==> src/rtl/llc_dma_initiator_pkg.sv <==
// Shared types and constants for the LLC DMA initiator.
//   - default widths for line addresses, cache lines and burst lengths
//   - line_addr_t / line_t convenience types at the default widths
//   - DMA request direction encoding
//   - initiator FSM state enum
package llc_dma_initiator_pkg;

    localparam int unsigned DEF_LINE_ADDR_BITS  = 28;
    localparam int unsigned DEF_LINE_BITS       = 128;
    localparam int unsigned DEF_LEN_BITS        = 16;
    localparam int unsigned DEF_MAX_OUTSTANDING = 4;

    typedef logic [DEF_LINE_ADDR_BITS-1:0] line_addr_t;
    typedef logic [DEF_LINE_BITS-1:0]      line_t;

    localparam logic DMA_REQ_READ  = 1'b0;
    localparam logic DMA_REQ_WRITE = 1'b1;

    typedef enum logic [1:0] {
        StIdle,
        StRd,
        StWr,
        StDone
    } init_state_e;

endpackage

==> src/rtl/llc_dma_req_reg.sv <==
// One-entry valid/ready register holding a DMA request {write, addr, line}.
// Ports:
//   clk, rst                  clock, asynchronous active-low reset
//   in_valid/in_ready         load side; in_ready is high when empty or draining
//   in_write/in_addr/in_line  request fields to capture
//   out_valid/out_ready       drain side towards the LLC
//   out_write/out_addr/out_line  held request fields, stable while out_valid && !out_ready
module llc_dma_req_reg #(
    parameter int unsigned ADDR_BITS = 28,
    parameter int unsigned LINE_BITS = 128
) (
    input  logic                 clk,
    input  logic                 rst,
    input  logic                 in_valid,
    output logic                 in_ready,
    input  logic                 in_write,
    input  logic [ADDR_BITS-1:0] in_addr,
    input  logic [LINE_BITS-1:0] in_line,
    output logic                 out_valid,
    input  logic                 out_ready,
    output logic                 out_write,
    output logic [ADDR_BITS-1:0] out_addr,
    output logic [LINE_BITS-1:0] out_line
);

    logic                 full_q;
    logic                 write_q;
    logic [ADDR_BITS-1:0] addr_q;
    logic [LINE_BITS-1:0] line_q;

    // Accepting while draining keeps one line per cycle through the register.
    assign in_ready  = !full_q || out_ready;
    assign out_valid = full_q;
    assign out_write = write_q;
    assign out_addr  = addr_q;
    assign out_line  = line_q;

    always_ff @(posedge clk or negedge rst) begin
        if (!rst) begin
            full_q  <= 1'b0;
            write_q <= 1'b0;
            addr_q  <= '0;
            line_q  <= '0;
        end else if (in_valid && in_ready) begin
            full_q  <= 1'b1;
            write_q <= in_write;
            addr_q  <= in_addr;
            line_q  <= in_line;
        end else if (out_ready) begin
            full_q <= 1'b0;
        end
    end

endmodule

==> src/rtl/llc_dma_initiator.sv <==
// DMA-side initiator for the LLC DMA request/response channel.
// Takes one burst command, issues one LLC request per line with incrementing
// address, and for reads streams the LLC responses back in order.
// Ports:
//   clk, rst                       clock, asynchronous active-low reset
//   cmd_*                          burst command (write flag, start line, line count)
//   wr_valid/wr_ready/wr_line      write data stream from the DMA engine
//   rd_valid/rd_ready/rd_line      read data stream to the DMA engine
//   llc_dma_req_*                  request channel to the LLC
//   llc_dma_rsp_*                  read response channel from the LLC
//   done                           one-cycle pulse at burst completion
//   busy                           high whenever a burst is in progress
module llc_dma_initiator
    import llc_dma_initiator_pkg::*;
#(
    parameter int unsigned LINE_ADDR_BITS  = DEF_LINE_ADDR_BITS,
    parameter int unsigned LINE_BITS       = DEF_LINE_BITS,
    parameter int unsigned LEN_BITS        = DEF_LEN_BITS,
    parameter int unsigned MAX_OUTSTANDING = DEF_MAX_OUTSTANDING
) (
    input  logic                      clk,
    input  logic                      rst,
    input  logic                      cmd_valid,
    output logic                      cmd_ready,
    input  logic                      cmd_write,
    input  logic [LINE_ADDR_BITS-1:0] cmd_addr,
    input  logic [LEN_BITS-1:0]       cmd_len,
    input  logic                      wr_valid,
    output logic                      wr_ready,
    input  logic [LINE_BITS-1:0]      wr_line,
    output logic                      rd_valid,
    input  logic                      rd_ready,
    output logic [LINE_BITS-1:0]      rd_line,
    output logic                      llc_dma_req_valid,
    input  logic                      llc_dma_req_ready,
    output logic                      llc_dma_req_write,
    output logic [LINE_ADDR_BITS-1:0] llc_dma_req_addr,
    output logic [LINE_BITS-1:0]      llc_dma_req_line,
    input  logic                      llc_dma_rsp_valid,
    output logic                      llc_dma_rsp_ready,
    input  logic [LINE_BITS-1:0]      llc_dma_rsp_line,
    output logic                      done,
    output logic                      busy
);

    localparam int unsigned OST_BITS = $clog2(MAX_OUTSTANDING) + 1;

    init_state_e               state_q;
    logic [LINE_ADDR_BITS-1:0] cur_addr_q;
    logic [LEN_BITS-1:0]       remaining_issue_q;
    logic [LEN_BITS-1:0]       remaining_rsp_q;
    logic [OST_BITS-1:0]       outstanding_q;

    logic                      in_wr;
    logic                      in_rd;
    logic                      rr_in_ready;
    logic                      rr_valid;
    logic                      rr_write;
    logic [LINE_ADDR_BITS-1:0] rr_addr;
    logic [LINE_BITS-1:0]      rr_line;
    logic                      wr_hs;
    logic                      rd_issue;
    logic                      req_hs;
    logic                      rsp_hs;
    logic                      rsp_ok;

    assign in_wr     = (state_q == StWr);
    assign in_rd     = (state_q == StRd);
    assign cmd_ready = (state_q == StIdle);
    assign busy      = (state_q != StIdle);
    assign done      = (state_q == StDone);

    assign wr_ready = in_wr && (remaining_issue_q != '0) && rr_in_ready;
    assign wr_hs    = wr_valid && wr_ready;

    llc_dma_req_reg #(
        .ADDR_BITS (LINE_ADDR_BITS),
        .LINE_BITS (LINE_BITS)
    ) u_req_reg (
        .clk       (clk),
        .rst       (rst),
        .in_valid  (wr_hs),
        .in_ready  (rr_in_ready),
        .in_write  (DMA_REQ_WRITE),
        .in_addr   (cur_addr_q),
        .in_line   (wr_line),
        .out_valid (rr_valid),
        .out_ready (llc_dma_req_ready),
        .out_write (rr_write),
        .out_addr  (rr_addr),
        .out_line  (rr_line)
    );

    // Read requests come straight from the address/counter registers.
    assign rd_issue = in_rd && (remaining_issue_q != '0) &&
                      (outstanding_q < OST_BITS'(MAX_OUTSTANDING));

    assign llc_dma_req_valid = in_wr ? rr_valid : rd_issue;
    assign llc_dma_req_write = in_wr ? rr_write : DMA_REQ_READ;
    assign llc_dma_req_addr  = in_wr ? rr_addr  : cur_addr_q;
    assign llc_dma_req_line  = in_wr ? rr_line  : '0;
    assign req_hs            = llc_dma_req_valid && llc_dma_req_ready;

    // Responses pass straight through; the consumer's ready is the LLC's ready.
    assign llc_dma_rsp_ready = in_rd && rd_ready;
    assign rd_valid          = in_rd && llc_dma_rsp_valid;
    assign rd_line           = llc_dma_rsp_line;
    assign rsp_hs            = llc_dma_rsp_valid && llc_dma_rsp_ready;
    // Stray responses (nothing outstanding) are forwarded but not counted.
    assign rsp_ok            = rsp_hs && (outstanding_q != '0);

    always_ff @(posedge clk or negedge rst) begin
        if (!rst) begin
            state_q           <= StIdle;
            cur_addr_q        <= '0;
            remaining_issue_q <= '0;
            remaining_rsp_q   <= '0;
            outstanding_q     <= '0;
        end else begin
            unique case (state_q)
                StIdle: begin
                    if (cmd_valid) begin
                        cur_addr_q        <= cmd_addr;
                        remaining_issue_q <= cmd_len;
                        remaining_rsp_q   <= cmd_len;
                        outstanding_q     <= '0;
                        if (cmd_len == '0) begin
                            state_q <= StDone;
                        end else begin
                            state_q <= cmd_write ? StWr : StRd;
                        end
                    end
                end
                StWr: begin
                    if (wr_hs) begin
                        cur_addr_q        <= cur_addr_q + LINE_ADDR_BITS'(1);
                        remaining_issue_q <= remaining_issue_q - LEN_BITS'(1);
                    end
                    // All lines loaded and the last one is leaving the register.
                    if (req_hs && (remaining_issue_q == '0)) begin
                        state_q <= StDone;
                    end
                end
                StRd: begin
                    if (req_hs) begin
                        cur_addr_q        <= cur_addr_q + LINE_ADDR_BITS'(1);
                        remaining_issue_q <= remaining_issue_q - LEN_BITS'(1);
                    end
                    if (req_hs && !rsp_ok) begin
                        outstanding_q <= outstanding_q + OST_BITS'(1);
                    end else if (!req_hs && rsp_ok) begin
                        outstanding_q <= outstanding_q - OST_BITS'(1);
                    end
                    if (rsp_ok) begin
                        remaining_rsp_q <= remaining_rsp_q - LEN_BITS'(1);
                        if (remaining_rsp_q == LEN_BITS'(1)) begin
                            state_q <= StDone;
                        end
                    end
                end
                StDone: begin
                    state_q <= StIdle;
                end
                default: begin
                    state_q <= StIdle;
                end
            endcase
        end
    end

    // An LLC response with no read outstanding is a protocol error.
    assert property (@(posedge clk) disable iff (!rst) !(rsp_hs && (outstanding_q == '0)));

endmodule
==> config.mk <==
export PLATFORM = sky130hd
export DESIGN_NAME = llc_dma_initiator
export DESIGN_NICKNAME = d
export VERILOG_FILES = /design/src/rtl/llc_dma_initiator_pkg.sv /design/src/rtl/llc_dma_req_reg.sv /design/src/rtl/llc_dma_initiator.sv
export SDC_FILE = /design/constraint.sdc
export NUM_CORES = 1
export LEC_CHECK = 0
export ABC_CLOCK_PERIOD_IN_PS = 2400
export CELL_PAD_IN_SITES_DETAIL_PLACEMENT = 0
export CELL_PAD_IN_SITES_GLOBAL_PLACEMENT = 1
export CORE_AREA = 4 4 231 233
export CTS_CLUSTER_DIAMETER = 100
export DETAILED_ROUTE_END_ITERATION = 7
export DIE_AREA = 0 0 235 237
export PLACE_DENSITY_LB_ADDON = 0.2
export SLEW_MARGIN = 20
export SYNTH_ARGS = -nofsm -noshare
export SYNTH_HDL_FRONTEND = slang
export SYNTH_HIERARCHICAL = 1
export SYNTH_SLANG_ARGS = --single-unit
==> constraint.sdc <==
create_clock -name clk -period 2.4 [get_ports clk]
set_input_delay 0.36 -clock clk [delete_from_list [all_inputs] [get_ports clk]]
set_output_delay 0.36 -clock clk [all_outputs]
set_load 0.05 [all_outputs]
==> out/results.tsv, run 1 <==
metric	value	unit
crit_slowest_cell	or4b_4	
ioPinCount	600	
port_buffers	343	
required	2040	ps
synth_edf_count	0	
critPathBufInv	3	
core-area	51200	um2
numCtsBuffers	29	
synth_area_leaders	dfrtp_1 (43%), mux2_4 (15%), buf_4 (7.7%)	
grt_start_max_net_pins	72	
vdd_drop_max	0.6090	mV
clockBufferDepth	3	
drt_first_pass_iters	5	
gp_congestion	0.7979	
setup_ws	-331.0	ps
critical_path.top_delay_family	simple AND/OR/NAND/NOR gates	
synth.avg_cell_area	11.21	um2
maxSlewHeadroom	51.71	%
outcome	finished, violations left	
synth-async-reset-ratio	100.0	%
antenna_found_initial	6	
cap_violations	0	
htree_levels	1	
critical_path_class	reg2out	
viasPerCell	4.655	
grt_pass1_vias	11098	
postLayoutCellArea	22350	um2
max_slew.worst_pin.slew	724.4	ps
synth-warning-count	6	
max_freq	366.2	MHz
cp_slowest_stage_delay	470	ps
via_count	10580	
finalHoldViolCount	0	
fillers	4743	
pre_cts_ws	-286.4	ps
synth_top_area_share	42.50	%
synth_common_cells	dfrtp_1 (223), and2_1 (137), buf_4 (135)	
rr_worst_depth	12	
min_path_cells	3	
synth_mux_area_share	19.77	%
critical_path.max_fanout	2	
die_w	235	um
dp_hpwl	33270	um
synth_nets	1489	
die_area	55700	um2
rsz0062_at_grt	yes	
ys.flop_type	dfrtp_1	
rows	83	
synthAdderAreaFrac	1.010	%
clockRootBuffer	clkbuf_16	
synth_cell_types	70	
synth-seq-cells	223	
wl_per_cell	23.18	um
synth_top_family_by_area	multiplexers	
drive_above_1_share	51.98	%
fp.dieH	237	um
num-nets-final	1888	
clock_skew	15.64	ps
power.leakage	9.897	nW
track_usage	18.06	%
drt_iter0_drc	492	
final_cells	2273	
gr-total-overflow	0	
hold_path.class	in2reg	
fin_crit_sh	113.8	%
syn2layout_area_growth	70.19	%
clk_pin_slew_worst_paths	60	ps
grt_pass1_wl	77120	um
path_depth	8	
yosys.area.top_type	dfrtp_1	
antenna_left	0	
synth_xor_area_share	0	%
cts_tree	built	
drc	0	
synth_cells	1171	
violations	negative setup slack	
synth_compound_area_share	9.158	%
synth_area	13130	um2
wirelength	52690	um
initial_core_util	25.65	%
worstPathCellList	inv_2, ha_4, or4b_4, nor3_4, nand3_2, buf_6, a21o_1, buf_12	
synth.yosys.seq_area_share	42.50	%
startpoint_type	flip-flop	
yosysMostFrequentCell	dfrtp_1	
end_kind	output port	
dp_cells	2126	
p_per_area	1728	nW/um2
critPathArrivalTime	2370	ps
regArea	5580	um2
clock_latency	570	ps
multi_input_area	6983	um2
finalSetupViolCount	257	
yosys.area_share.simple	15.83	%
clock_sinks	223	
period_needed	2731	ps
dpl_cell_area	18490	um2
slew_violations	0	
antenna_cells	0	
-- cell usage in the layout (no fill, tap or decap), types with 34 or more instances in the layout --
cell type	n
dfrtp_1	223
buf_12	193
mux2_4	180
clkdlybuf4s50_1	178
and2_4	131
buf_4	98
nand2_1	44
nand3_1	35
a21oi_1	34
clkbuf_16	34
-- metal layers --
metal,wire length [um],vias to the layer above,track usage (%)
li1,-,4866,-
met4,1024,12,3.330
met3,3672,85,5.556
met2,25430,342,30.55
met5,102,-,0.6061
met1,22460,5275,23.00
-- sequential cells by signal, summed over array words and instances (netlist names) --
| name | count |
|---|---|
| remaining_rsp_q | 16 |
| state_q | 2 |
| u_req_reg/out_valid | 1 |
| remaining_issue_q | 16 |
| cur_addr_q | 28 |
| outstanding_q | 3 |
| u_req_reg/out_write | 1 |
| u_req_reg/out_line | 128 |
| u_req_reg/out_addr | 28 |
-- timing repair --
| action | 4_1_cts | 5_1_grt |
|---|---|---|
| buffers inserted | 64 | 18 |
| hold endpoints to repair | 63 | 0 |
| pin swaps | 23 | 19 |
| gates cloned | 48 | 4 |
| setup endpoints to repair | 361 | 383 |
| gates resized for setup | 355 | 142 |
| hold buffers | 1 | 0 |
-- area by class of cell --
type                            instances  share of cell area [%]
Clock buffer                           38                   3.712
Clock inverter                         16                  0.9798
Inverter                               17                  0.2856
Multi-Input combinational cell        742                   31.25
Sequential cell                       223                   24.97
Tap cell                              680                   3.807
Timing Repair Buffer                  557                   34.99
-- worst reg2reg max path, stage by stage, from the launching register on --
cell     delay (ps)
dfrtp_1         380
inv_2            90
ha_4            120
or4b_4          470
nor3_4          130
nand3_2         130
and3_4          200
and2_4          160
nand2_8          80
buf_12          130
buf_12          160
buf_12          140
mux2_4          300
-- where the power goes --
part | internal [mW] | switching (mW)
logic | 14.0 | 12.6
registers | 5.77 | 1.45
clock network | 2.96 | 1.83
-- cell families after synthesis --
family | count (synthesis)
AND/OR/NAND/NOR | 353
adder cells (fa/ha/maj) | 10
flip-flops | 223
buffers and inverters | 210
AO/OA/AOI/OAI | 186
other | 1
multiplexers | 188
-- through the flow --
step                power (mW)  TNS (ps)  util [%]  hold slack, ps
global placement         27.60    -25550     36.12           414.0
finish                   38.61    -35010     43.65           371.9
detailed placement       27.75    -29320     36.12           410.5
global route             40.58    -67530     43.65           368.5
floorplan                19.73    -25760         -           64.41
CTS                      38.89    -71260     44.01           329.8
-- worst paths after layout --
| kind | startpoint | endpoint | slack (ps) |
|---|---|---|---|
| max | remaining_issue_q[1]$_DFFE_PN0P_ | llc_dma_req_valid | -330 |
| min in group asynchronous | rst | u_req_reg/out_line[93]$_DFFE_PN0P_ | 400 |
| max in group asynchronous | rst | u_req_reg/out_line[61]$_DFFE_PN0P_ | 1260 |
| min reg2reg | u_req_reg/out_line[96]$_DFFE_PN0P_ | u_req_reg/out_line[96]$_DFFE_PN0P_ | 510 |
| max reg2reg | remaining_issue_q[1]$_DFFE_PN0P_ | u_req_reg/out_line[88]$_DFFE_PN0P_ | -230 |
| min | cmd_addr[12] | cur_addr_q[12]$_DFFE_PN0P_ | 370 |
(Power assumes the default switching activity.)
==> inputs of run 2 (changes only) <==
==> constraint.sdc (replaced) <==
create_clock -name clk -period 2.4 [get_ports clk]
set_input_delay 0.72 -clock clk [delete_from_list [all_inputs] [get_ports clk]]
set_output_delay 0.72 -clock clk [all_outputs]
set_load 0.05 [all_outputs]
==> out/results.tsv, run 2 (synthesis results as in run 1) <==
metric	value	unit
p_per_area	1708	nW/um2
dp_hpwl	33330	um
period_needed	3151	ps
finalHoldViolCount	0	
clockBufferDepth	3	
antenna_found_initial	2	
cts_hold_buf	0	
drive_above_1_share	53.72	%
critPathBufInv	3	
violations	negative setup slack	
drc	0	
dp_cells	2151	
hold_path.class	in2async	
vdd_drop_max	0.9935	mV
critPathArrivalTime	2430	ps
htree_levels	1	
max_slew.worst_pin.slew	764.8	ps
cts_tree	built	
required	1680	ps
core-area	51200	um2
die_w	235	um
pre_cts_ws	-623.3	ps
critical_path.max_fanout	2	
post-route-util	44.26	%
slew_violations	0	
clock_skew	14.38	ps
largest_register_ffs	128	
critical_path_class	reg2out	
die_area	55700	um2
cp_slowest_stage_delay	480	ps
clock_sinks	223	
critical_path.top_delay_family	simple AND/OR/NAND/NOR gates	
wirelength	51660	um
final_cell_mix	dfrtp_1 (223), mux2_4 (178), clkdlybuf4s50_1 (178)	
end_kind	output port	
finalSetupViolCount	370	
grt_pass1_wl	73830	um
gp_congestion	0.7938	
layout_commonest_cell	dfrtp_1	
viasPerCell	4.670	
ioPinCount	600	
syn2layout_area_growth	72.58	%
wl_per_cell	22.26	um
final_cells	2321	
track_usage	16.93	%
clk_pin_slew_worst_paths	60	ps
final.setup.tns	-100480	ps
drt_first_pass_iters	4	
power.leakage	10.12	nW
fp.dieH	237	um
outcome	finished, violations left	
startpoint_type	flip-flop	
max_freq	317.3	MHz
setup_ws	-751.4	ps
rsz0062_at_grt	yes	
antenna_left	0	
clock_latency	570	ps
gr-total-overflow	0	
port_buffers	343	
numCtsBuffers	30	
fin_crit_sh	131.3	%
worstPathCellList	inv_2, ha_4, or4b_4, nor3_4, nand3_2, buf_6, a21o_1, buf_12	
initial_core_util	25.65	%
rows	83	
crit_slowest_cell	or4b_4	
power	38.71	mW
cap_violations	0	
grt_pass1_vias	11195	
num-nets-final	1935	
via_count	10838	
grt_start_max_net_pins	64	
fillers	4717	
drt_iter0_drc	407	
maxSlewHeadroom	48.96	%
clockRootBuffer	clkbuf_16	
## run 2: cell count changes in the layout (fill, tap and decap cells not counted), sizes merged
cell and delta:
or2 -1, bufinv -3, diode +1, dlygate4sd3 -1, dlygate4sd2 -1, nand2 -2
buf +44, clkinv +1, inv -2, clkbuf +12
## run 2: power by group
group	internal, mW	leakage, nW	switching [mW]
clock network	2.75	0.496	1.80
logic	14.4	6.99	12.5
registers	5.77	2.64	1.44
## run 2: per-layer routing
| metal | wire (um) | up-vias | track usage [%] |
|---|---|---|---|
| met3 | 3066 | 75 | 4.379 |
| met4 | 1072 | 2 | 3.688 |
| met5 | 13 | - | 0 |
| li1 | - | 4948 | - |
| met2 | 24760 | 426 | 28.24 |
| met1 | 22750 | 5387 | 22.22 |
## run 2: stage by stage
step | hold slack [ps] | cell area, um2
after floorplan | 424.4 | 13200
after global placement | 479.5 | 18650
after detailed placement | 485.1 | 18650
after CTS | 107.0 | 21590
after global routing | 119.0 | 22660
final | 101.3 | 22660
## run 2: worst register-to-register path: stages (launching register included)
cell and delay, ps:
dfrtp_1 390, inv_2 80, ha_4 130, or4b_4 480, buf_4 160, nor4_4 320
a31oi_1 160, and2_1 180, fa_2 340, nand2b_4 150, mux2i_4 150, nand4_1 130
o221ai_2 70
## run 2: final timing paths
path	cells after the start	slack [ps]	start	endpoint
min	1	100	rst	u_req_reg/out_line[103]$_DFFE_PN0P_
min reg2reg	1	510	u_req_reg/out_line[29]$_DFFE_PN0P_	u_req_reg/out_line[29]$_DFFE_PN0P_
max in group asynchronous	2	1600	rst	u_req_reg/out_line[123]$_DFFE_PN0P_
min in group clk	1	510	u_req_reg/out_line[29]$_DFFE_PN0P_	u_req_reg/out_line[29]$_DFFE_PN0P_
max reg2reg	12	-430	remaining_issue_q[0]$_DFFE_PN0P_	outstanding_q[2]$_DFFE_PN0P_
max	8	-750	remaining_issue_q[0]$_DFFE_PN0P_	llc_dma_req_valid
## run 2: repair_timing
action                     CTS  global route
cloned                      23            19
gates resized for setup    275           177
pin swaps                    6            32
buffers inserted            42            50
setup endpoints to repair  366           385
## run 2: layout make-up
type | count | area [um2] | share of cell area [%]
Clock inverter | 12 | 116.4 | 0.5135
Multi-Input combinational cell | 739 | 6955 | 30.69
Clock buffer | 43 | 880.8 | 3.887
Tap cell | 680 | 850.8 | 3.755
Antenna cell | 1 | 2.502 | 0.01104
Inverter | 17 | 73.82 | 0.3258
Sequential cell | 223 | 5580 | 24.63
Timing Repair Buffer | 606 | 8200 | 36.19
==> inputs of run 3 (changes only) <==
CORE_AREA = 8 8 229 231   (was 4 4 231 233)
DIE_AREA = 0 0 237 239   (was 0 0 235 237)
PLACE_DENSITY = 0.72   (was not set)
PLACE_DENSITY_LB_ADDON = not set   (was 0.2)
TNS_END_PERCENT = 50   (was not set)
==> out/results.tsv, run 3 (synthesis results as in run 1) <==
metric	value	unit
outcome	finished, violations left	
violations	negative setup slack	
cts_tree	built	
fp.dieH	239	um
clockRootBuffer	clkbuf_16	
clock_latency	560	ps
critPathBufInv	3	
dp_hpwl	34310	um
numCtsBuffers	29	
track_usage	17.58	%
setup_ws	-713.2	ps
gr-total-overflow	0	
port_buffers	343	
drt_first_pass_iters	5	
dp_cells	2070	
grt_pass1_vias	11446	
grt_start_max_net_pins	56	
pre_cts_ws	-657.7	ps
hold_path.class	in2async	
grt_pass1_wl	76810	um
clock_sinks	223	
via_count	10926	
ioPinCount	600	
fillers	4253	
vdd_drop_max	1.140	mV
syn2layout_area_growth	69.25	%
final_cells	2220	
r2r_setup_slack	-570	ps
clk_pin_slew_worst_paths	60	ps
clockBufferDepth	3	
max_freq	321.2	MHz
initial_core_util	27.05	%
drc	0	
antenna_found_initial	2	
wirelength	52880	um
power	38.35	mW
wl_per_cell	23.82	um
rr_worst_depth	13	
r2r_end	outstanding_q[2]$_DFFE_PN0P_	
period_needed	3113	ps
rsz0062_at_grt	yes	
power.leakage	9.909	nW
rows	81	
num-nets-final	1894	
antenna_left	0	
required	1680	ps
largest_register_ffs	128	
drt_iter0_drc	658	
cap_violations	0	
end_kind	output port	
cts_hold_buf	0	
htree_levels	1	
fin_crit_sh	129.7	%
cp_slowest_stage_delay	480	ps
slew_violations	0	
die_area	56640	um2
max_slew.worst_pin.slew	574.9	ps
crit_slowest_cell	or4b_4	
maxSlewHeadroom	61.63	%
finalHoldViolCount	0	
critical_path_class	reg2out	
critical_path.max_fanout	4	
layout_commonest_cell	dfrtp_1	
drive_above_1_share	51.56	%
timing.rr.start	remaining_issue_q[1]$_DFFE_PN0P_	
worstPathCellList	inv_2, ha_4, or4b_4, nor3_4, nand3_2, and3_4, buf_4, buf_12	
final_cell_mix	dfrtp_1 (223), buf_12 (181), mux2_4 (179)	
critPathArrivalTime	2390	ps
finalSetupViolCount	368	
die_w	237	um
clock_skew	18.68	ps
p_per_area	1726	nW/um2
viasPerCell	4.922	
startpoint_type	flip-flop	
core-area	48550	um2
gp_congestion	0.8323	
antenna_cells	0	
critical_path.top_delay_family	simple AND/OR/NAND/NOR gates	
-- run 3: repair_timing --
item / 4_1_cts / 5_1_grt
pin swaps: 5 / 17
gates cloned: 30 / 7
gates resized for setup: 353 / 91
endpoints found under the setup margin: 366 / 381
setup buffers: 49 / 24
-- run 3: layer usage --
layer | GRT usage (%) | share of wire [%]
met1 | 21.07 | 40
met2 | 30.14 | 49
met3 | 4.991 | 8.0
met4 | 5.711 | 3.6
met5 | 0 | 0
-- run 3: layout make-up --
cell class,instances,area (um2),area share [%]
Timing Repair Buffer,566,7996,35.98
Clock buffer,40,837.1,3.767
Clock inverter,13,150.1,0.6756
Tap cell,622,778.2,3.502
Sequential cell,223,5580,25.11
Inverter,17,68.82,0.3097
Multi-Input combinational cell,739,6812,30.65
-- run 3: worst max path at each step --
| stage | cells after the start | to | startpoint | slack [ps] |
|---|---|---|---|---|
| global route | 8 | wr_ready | remaining_issue_q[1]$_DFFE_PN0P_ | -820 |
| global placement | 9 | remaining_issue_q[9]$_DFFE_PN0P_ | llc_dma_req_ready | -660 |
| CTS | 8 | wr_ready | remaining_issue_q[0]$_DFFE_PN0P_ | -790 |
| floorplan | 10 | outstanding_q[2]$_DFFE_PN0P_ | remaining_issue_q[0]$_DFFE_PN0P_ | -140 |
| finish | 8 | wr_ready | remaining_issue_q[1]$_DFFE_PN0P_ | -710 |
| detailed placement | 9 | cur_addr_q[19]$_DFFE_PN0P_ | llc_dma_req_ready | -660 |
-- run 3: report_power, final --
group | leakage, nW | switching (mW) | internal, mW
combinational | 6.78 | 12.4 | 14.1
clock | 0.491 | 1.77 | 2.75
sequential | 2.64 | 1.55 | 5.77
total | 9.91 | 15.7 | 22.7
-- run 3: per-stage QoR --
| step | setup TNS (ps) | util, % | hold slack (ps) | instance area, um2 |
|---|---|---|---|---|
| after floorplan | -19680 | - | 424.4 | 13200 |
| final | -120490 | 45.78 | 42.74 | 22220 |
| after CTS | -119570 | 44.84 | 30.18 | 21770 |
| after detailed placement | -84750 | 37.91 | 485.4 | 18400 |
| after global routing | -149890 | 45.78 | 44.73 | 22220 |
| after global placement | -80240 | 37.91 | 479.1 | 18400 |
